[config.mk]
export PLATFORM = sky130hd
export DESIGN_NAME = adsr
export DESIGN_NICKNAME = d
export VERILOG_FILES = /design/src/rtl/adsr.sv
export SDC_FILE = /design/constraint.sdc
export NUM_CORES = 1
export LEC_CHECK = 0
export ABC_AREA = 1
export ABC_CLOCK_PERIOD_IN_PS = 4300
export CORE_ASPECT_RATIO = 1.25
export CORE_MARGIN = 4
export CORE_UTILIZATION = 45
export DETAILED_ROUTE_END_ITERATION = 8
export HOLD_SLACK_MARGIN = 0.15
export PLACE_DENSITY = 0.68
export SYNTH_ARGS = -nofsm -noshare
export SYNTH_HDL_FRONTEND = slang
export SYNTH_SLANG_ARGS = --single-unit
[constraint.sdc]
create_clock -name clk -period 4.3 [get_ports clk]
set_input_delay 0.86 -clock clk [delete_from_list [all_inputs] [get_ports clk]]
set_output_delay 0.86 -clock clk [all_outputs]
set_load 0.05 [all_outputs]
[src/rtl/adsr.sv]
// ADSR envelope generator with linear ramps in a wide accumulator; env is Q2.14.
// Optional ADSR_HARD_RETRIG_EN: note-on restarts the attack from silence.
module adsr #(
  parameter int ACC_WIDTH = 32,
  parameter int SUS_WIDTH = 32
) (
  input  logic                 clk,
  input  logic                 reset_n,
  input  logic                 en,
  input  logic                 start,
  input  logic                 stop,
  input  logic [ACC_WIDTH-1:0] attack_step,
  input  logic [ACC_WIDTH-1:0] decay_step,
  input  logic [15:0]          sustain_level,
  input  logic [SUS_WIDTH-1:0] sustain_time,
  input  logic [ACC_WIDTH-1:0] release_step,
  output logic [15:0]          env,
  output logic                 env_valid,
  output logic                 idle
);

  localparam logic [2:0] S_IDLE = 3'd0;
  localparam logic [2:0] S_ATK  = 3'd1;
  localparam logic [2:0] S_DEC  = 3'd2;
  localparam logic [2:0] S_SUS  = 3'd3;
  localparam logic [2:0] S_REL  = 3'd4;

  localparam logic [ACC_WIDTH-1:0] MAX =
    {1'b1, {(ACC_WIDTH-1){1'b0}}};

  logic [2:0]           r_state;
  logic [ACC_WIDTH-1:0] r_acc;
  logic [SUS_WIDTH-1:0] r_cnt;
  logic                 r_vld;

  logic [2:0]           w_state_n;
  logic [ACC_WIDTH-1:0] w_acc_n;
  logic [SUS_WIDTH-1:0] w_cnt_n;
  logic [ACC_WIDTH-1:0] w_base;
  logic [ACC_WIDTH:0]   w_asum;
  logic [ACC_WIDTH:0]   w_ddif;
  logic [SUS_WIDTH:0]   w_cinc;
  logic [14:0]          w_lvl;
  logic [ACC_WIDTH-1:0] w_sus;
  logic                 w_a_top;
  logic                 w_d_bot;
  logic                 w_s_end;
  logic                 w_s_hold;
  logic                 w_busy;

  always_comb begin
    w_base = r_acc;
`ifdef ADSR_HARD_RETRIG_EN
    if (start) w_base = '0;
`endif
    w_lvl    = (sustain_level > 16'h4000) ? 15'h4000
                                          : sustain_level[14:0];
    w_sus    = {w_lvl, {(ACC_WIDTH-15){1'b0}}};
    w_asum   = {1'b0, w_base} + {1'b0, attack_step};
    w_a_top  = w_asum >= {1'b0, MAX};
    w_ddif   = {1'b0, r_acc} - {1'b0, decay_step};
    w_d_bot  = w_ddif[ACC_WIDTH]
            || (w_ddif[ACC_WIDTH-1:0] <= w_sus);
    w_cinc   = {1'b0, r_cnt} + {{SUS_WIDTH{1'b0}}, 1'b1};
    w_s_hold = &sustain_time;
    // >= rather than == so a shortened hold time still terminates
    w_s_end  = w_cinc >= {1'b0, sustain_time};
    w_busy   = (r_state == S_ATK) || (r_state == S_DEC)
            || (r_state == S_SUS);
  end

  always_comb begin
    w_state_n = r_state;
    w_acc_n   = r_acc;
    w_cnt_n   = r_cnt;
    if (start) begin
      w_state_n = S_ATK;
      w_cnt_n   = '0;
      w_acc_n   = w_base;
      if (en) begin
        if (w_a_top) begin
          w_acc_n   = MAX;
          w_state_n = S_DEC;
        end else begin
          w_acc_n = w_asum[ACC_WIDTH-1:0];
        end
      end
    end else if (stop && w_busy) begin
      w_state_n = S_REL;
    end else if (en) begin
      unique case (r_state)
        S_ATK: begin
          if (w_a_top) begin
            w_acc_n   = MAX;
            w_state_n = S_DEC;
          end else begin
            w_acc_n = w_asum[ACC_WIDTH-1:0];
          end
        end
        S_DEC: begin
          if (w_d_bot) begin
            w_acc_n   = w_sus;
            w_state_n = S_SUS;
          end else begin
            w_acc_n = w_ddif[ACC_WIDTH-1:0];
          end
        end
        S_SUS: begin
          w_acc_n = w_sus;
          if (!w_s_hold) begin
            w_cnt_n = w_cinc[SUS_WIDTH-1:0];
            if (w_s_end) w_state_n = S_REL;
          end
        end
        S_REL: begin
          if (r_acc <= release_step) begin
            w_acc_n   = '0;
            w_state_n = S_IDLE;
          end else begin
            w_acc_n = r_acc - release_step;
          end
        end
        default: begin
          w_acc_n = r_acc;
        end
      endcase
    end
  end

  always_ff @(posedge clk or negedge reset_n) begin
    if (!reset_n) begin
      r_state <= S_IDLE;
      r_acc   <= '0;
      r_cnt   <= '0;
      r_vld   <= 1'b0;
    end else begin
      r_state <= w_state_n;
      r_acc   <= w_acc_n;
      r_cnt   <= w_cnt_n;
      r_vld   <= en;
    end
  end

  assign env       = {1'b0, r_acc[ACC_WIDTH-1 -: 15]};
  assign env_valid = r_vld;
  assign idle      = (r_state == S_IDLE);

endmodule

Word-level counts from Yosys, hierarchy flattened
Cells that the tools add are included.
{"block": "word_totals", "in_bits": 149, "output_inout_bits": 18, "word_cells": 65, "ff_bits": 68}
{"block": "classes", "eq_ne": 12, "add_sub_neg": 4, "n_lt_le_gt_ge": 5, "n_reduce_logical": 15, "n_mux": 25}
{"operator": "32-bit two-way mux", "count": 12}
{"operator": "32-bit one-hot mux with 4 select lines", "count": 1}
{"operator": "32-bit <= comparator", "count": 2}
{"operator": "32-bit by 1-bit adder with 33-bit output (second input constant)", "count": 1}
{"operator": "32-bit by 32-bit adder with 33-bit output", "count": 1}
{"operator": "33-bit by 32-bit >= comparator with 1-bit output", "count": 1}
{"operator": "33-bit by 32-bit >= comparator with 1-bit output (second input constant)", "count": 1}
{"operator": "32-bit by 32-bit subtractor with 33-bit output", "count": 1}
{"operator": "32-bit AND reduction", "count": 1}
{"operator": "32-bit subtractor", "count": 1}
{"operator": "3-bit two-way mux", "count": 8}
{"operator": "16-bit by 15-bit > comparator with 1-bit output (second input constant)", "count": 1}
{"operator": "4-bit by 3-bit != test with 1-bit output (second input constant)", "count": 4}
{"operator": "15-bit two-way mux", "count": 1}
{"operator": "3-bit one-hot mux with 4 select lines", "count": 1}
{"operator": "4-bit AND reduction", "count": 2}
{"operator": "7-bit AND reduction", "count": 1}
{"operator": "3-bit by 2-bit == test with 1-bit output (second input constant)", "count": 2}
{"operator": "2-bit != test (second input constant)", "count": 3}
{"operator": "2-bit nonzero test", "count": 3}
{"operator": "6-bit nonzero test", "count": 1}
{"operator": "5-bit nonzero test", "count": 1}
{"operator": "2-bit two-way mux", "count": 2}
{"operator": "4-bit != test (second input constant)", "count": 1}
{"operator": "6 further kinds", "count": 8}

Logic depth before layout (Yosys ltp)
{"block": "logic_depth", "ltp_word": 9, "ltp_mapped": 33, "ltp_nobuf": 33}

Worst setup path after synthesis
Ideal clock, no wire load.
{"block": "synth_path", "path_type": "input-to-reg", "start": "input port decay_step[0]", "end": "register r_state[0]", "cell_stages": 30, "n_path_buf": 0, "path_slack_ns": 0.096, "setup_ns": 0.120, "required_ns": 4.180, "t_arrival_ns": 4.083, "cell_sequence": "ha_1 inv_1 fa_1 nand3_1 nand2_1 nand3_1 nand2_1 nand3_1 nand3_1 a21oi_1 xor2_1 inv_1 ha_1 nand2_1 nor2_1 nand4_1 nor2_1 nand3_1 nor2_1 nand4_1 nor2_1 nand3_4 nand2_8 inv_4 nand2_1 nand3_1 nor2_2 inv_1 nand2_1 nand2_1"}
{"block": "synth_between", "elab_chain_cells": 5}
{"element": "start: declaration", "line_no": "13", "rtl": "input logic [ACC_WIDTH-1:0] decay_step,"}
{"element": "32-bit by 32-bit subtractor with 33-bit output (*)", "line_no": "61", "rtl": "w_ddif = {1'b0, r_acc} - {1'b0, decay_step};"}
{"element": "32-bit <= comparator", "line_no": "63", "rtl": "|| (w_ddif[ACC_WIDTH-1:0] <= w_sus);"}
{"element": "1-bit logical OR (*)", "line_no": "63"}
{"element": "4-bit by 3-bit != test with 1-bit output (no line) (*)"}
{"element": "7-bit AND reduction (no line) (*)"}
{"element": "end signal: assignment", "line_no": "137", "rtl": "r_state <= w_state_n;"}
{"element": "end: declaration", "line_no": "31", "rtl": "logic [2:0] r_state;"}
Every way passes the cells marked *; elsewhere a longest branch is shown, timed or not.
A chain may end at the register's enable or synchronous reset.

Worst setup path in the final report
{"block": "layout_path", "start": "input port decay_step[7]", "end": "register r_acc[28]"}
{"block": "layout_between", "elab_chain_cells": 8}
{"element": "32-bit by 32-bit subtractor with 33-bit output (*)", "line_no": "61"}
{"element": "32-bit <= comparator", "line_no": "63"}
{"element": "1-bit logical OR", "line_no": "63"}
{"element": "32-bit two-way mux (*)", "line_no": "101", "rtl": "if (w_d_bot) begin"}
{"element": "32-bit one-hot mux with 4 select lines (*)", "line_no": "91", "rtl": "unique case (r_state)"}
{"element": "32-bit two-way mux (*)", "line_no": "90", "rtl": "end else if (en) begin"}
{"element": "32-bit two-way mux (*)", "line_no": "88", "rtl": "end else if (stop && w_busy) begin"}
{"element": "32-bit two-way mux (*)", "line_no": "76", "rtl": "if (start) begin"}
{"element": "end signal: assignment", "line_no": "138", "rtl": "r_acc <= w_acc_n;"}
{"element": "end: declaration", "line_no": "32", "rtl": "logic [ACC_WIDTH-1:0] r_acc;"}
Every way passes the cells marked *; elsewhere a longest branch is shown, timed or not. The select of a mux whose other input is x is not followed.

==> flow_summary.toml <==
[cts]
cts_tree = "yes"
hold_buffers = 0
cts_root_buffer = "clkbuf_16"
cts_max_level = 3
clockBufferDepth = 2
clkSinkCount = 68
numCtsBuffers = 9
clkSlewWorstSetupHoldPaths_ns = 0.06
insertion_delay_ns = 0.35

[run_status]
violations = "negative setup slack"
outcome = "complete, but fails checks"

[critical_path]
reg2reg_from = "r_acc[14]"
crit_slowest_cell = "ha_4"
cp-end-kind = "flip-flop"
critical_path_arrival_ns = 4.72
critPathLaunch = "decay_step[7]"
required_ns = 4.55
critical_path_class = "primary input to flip-flop"
r2r_cells = 31
worst-path-max-fanout = 8
r2r_setup_slack_ns = -0.05
cp_common_cell = "buf_4"
cpPeakStageDelay_ns = 0.32
reg2reg_to = "r_acc[28]"
start_kind = "primary input"
endpoint = "r_acc[28]"

[run]
drv_cap = 0

[placement]
hpwl_microns = 40430
placed_cells = 2650
gp_congestion = 0.9696
dp_slack_ns = -1.152
placed_area_sq_um = 15460
io_buffers = 165

[logic_synthesis]
ys_ff_latch = 68
yosysTopAreaCellShare_pct = 15.63
synth_ff_type = "dfrtp_1"
syn-cell-area_sq_um = 11870
synth_edf_count = 0
postSynthCellCount = 1955
ys_top_cells_by_count = "nand2_1 (494), inv_1 (316), a21oi_1 (164)"
synth_nets = 2251
yosys.area.top_type = "nand2_1"
yosys_warnings = 0
syn_avg_cell_area_sq_um = 6.069
synthArstFlopShare_pct = 100.0
synth.distinct_cells = 56
seq_area_frac_synth_pct = 14.34
synth.top_cells.by_area = "nand2_1 (16%), ha_1 (15%), dfrtp_1 (14%)"
yosysMostFrequentCell = "nand2_1"

[sta]
rsz0062_at_grt = "true"
fin_skew_ns = 0.003924
fmax_mhz = 223.4
fin_setup_tns_ns = -0.6337
final-setup-viol-count = 12
relSlewSlack_pct = 42.31
timing.final.crit_share_pct = 104.1
slew_viol_final = 0
hold_viol = 0
finalWorstSetupSlack_ns = -0.1754
whs_ns = 0.5464
max_slew.worst_pin.slew_ns = 0.8644
period_needed_ns = 4.475

[die]
die-height_microns = 189.5
rows = 66
core_sq_um = 26010
io_pins = 167
dieArea_sq_um = 29040
dieWidth_microns = 153.2
initial_core_util_pct = 45.61

[global_routing]
antenna_found_initial = 0
grt-ovfl-total = 0
grt_max_degree = 41
grt_pass1_vias = 15260
grt_pass1_wl_microns = 78340
track_usage_pct = 33.75

[final_layout]
fin_cells = 2747
drive_gt1_share_pct = 27.00
final_area_sq_um = 17910
diodes = 0
syn_to_final_growth_pct = 50.92
final_nets = 2698
post-route-util_pct = 68.84

[routing]
vias_per_cell = 5.541
dr_total_vias = 15220
drc = 0
wl_per_cell_microns = 19.22
drt_iter0_drc = 1262
dr.pass1.iters = 6
ant_nets = 0
drt-total-wl_microns = 52800

[pwr]
power.density_nw_per_um2 = 699.4
vdd_ir_drop_max_uv = 286.2
cellLeakagePower_nw = 9.004
total_power_mw = 12.52

[worst_hold_path]
hold_path_class = "flip-flop to flip-flop"
## cell usage in the layout, fill, tap and decap left out, types with 43 or more instances in the layout
cell type        netlist  layout
inv_2                  3      43
buf_4                 20     291
a21oi_1              164     137
nand4_1               50      50
inv_1                316     273
ha_1                 144     108
o21ai_0               93      76
dfrtp_1               68      68
clkdlybuf4s50_1        0     134
xor2_1                69      63
nand2_1              494     435
nand3_1              115      95
nor2_1               163     147
## routing by layer
layer  wire (microns)  up-vias  share of wire (%)  GRT usage (%)
met5                0        -                  0              0
li1                 -     7336                  -              -
met1            20050     7083                 38          38.05
met3             2930      177                5.5          3.936
met4             3059        0                5.8          17.28
met2            26760      625                 51          62.30
## registers in the layout, indices dropped and copies added (netlist names)
register,flops
r_state,3
r_acc,32
r_cnt,32
env_valid,1
## report_power, final
| part | internal, mW | switching, mW |
|---|---|---|
| Sequential | 0.805 | 0.278 |
| Clock | 0.523 | 0.305 |
| Combinational | 4.56 | 6.05 |
| Total | 5.89 | 6.63 |
## worst max-delay path: cells and delay by family
kind / cells / cell delay, ns
buffers and inverters: 17 / 2.16
AND/OR/NAND/NOR: 12 / 1.24
adder cells (fa/ha/maj): 1 / 0.32
AO/OA/AOI/OAI: 1 / 0.12
## cell type report
class | instances | area (sq um)
well taps | 340 | 425.4
fillers | 2250 | 8105
multi-input cells | 1523 | 10180
flip-flops and latches | 68 | 1702
inverters | 321 | 1217
repair buffers | 479 | 4063
clock buffers | 12 | 246.5
clock inverters | 4 | 72.57
## how the worst min path moves through the flow
| stage | depth (start not counted) | slack (ns) | end | startpoint |
|---|---|---|---|---|
| floorplan | 2 | 0.48 | r_cnt[29] | r_cnt[29] |
| global placement | 2 | 0.50 | r_cnt[29] | r_cnt[29] |
| detailed placement | 2 | 0.53 | r_cnt[29] | r_cnt[29] |
| CTS | 2 | 0.54 | r_cnt[29] | r_cnt[29] |
| global route | 2 | 0.57 | r_state[1] | r_state[1] |
| finish | 2 | 0.55 | r_cnt[25] | r_cnt[25] |
## logic make-up (layout without fill, tap and decap cells)
logic type,count (synthesis),after routing,share of synthesized area [%]
AND/OR/NAND/NOR,936,936,34.71
buffers and inverters,364,816,12.33
AO/OA/AOI/OAI,354,354,16.62
adder cells (fa/ha/maj),147,147,15.69
XOR/XNOR,85,85,6.274
flip-flops,68,68,14.34
other,1,1,0.03161
## repair_timing
action,CTS,global route
gates cloned,1,0
endpoints found under the setup margin,35,35
buffers inserted,59,22
pin swaps,92,111
resized for setup,285,150
Power figures use the tool's default switching activity.
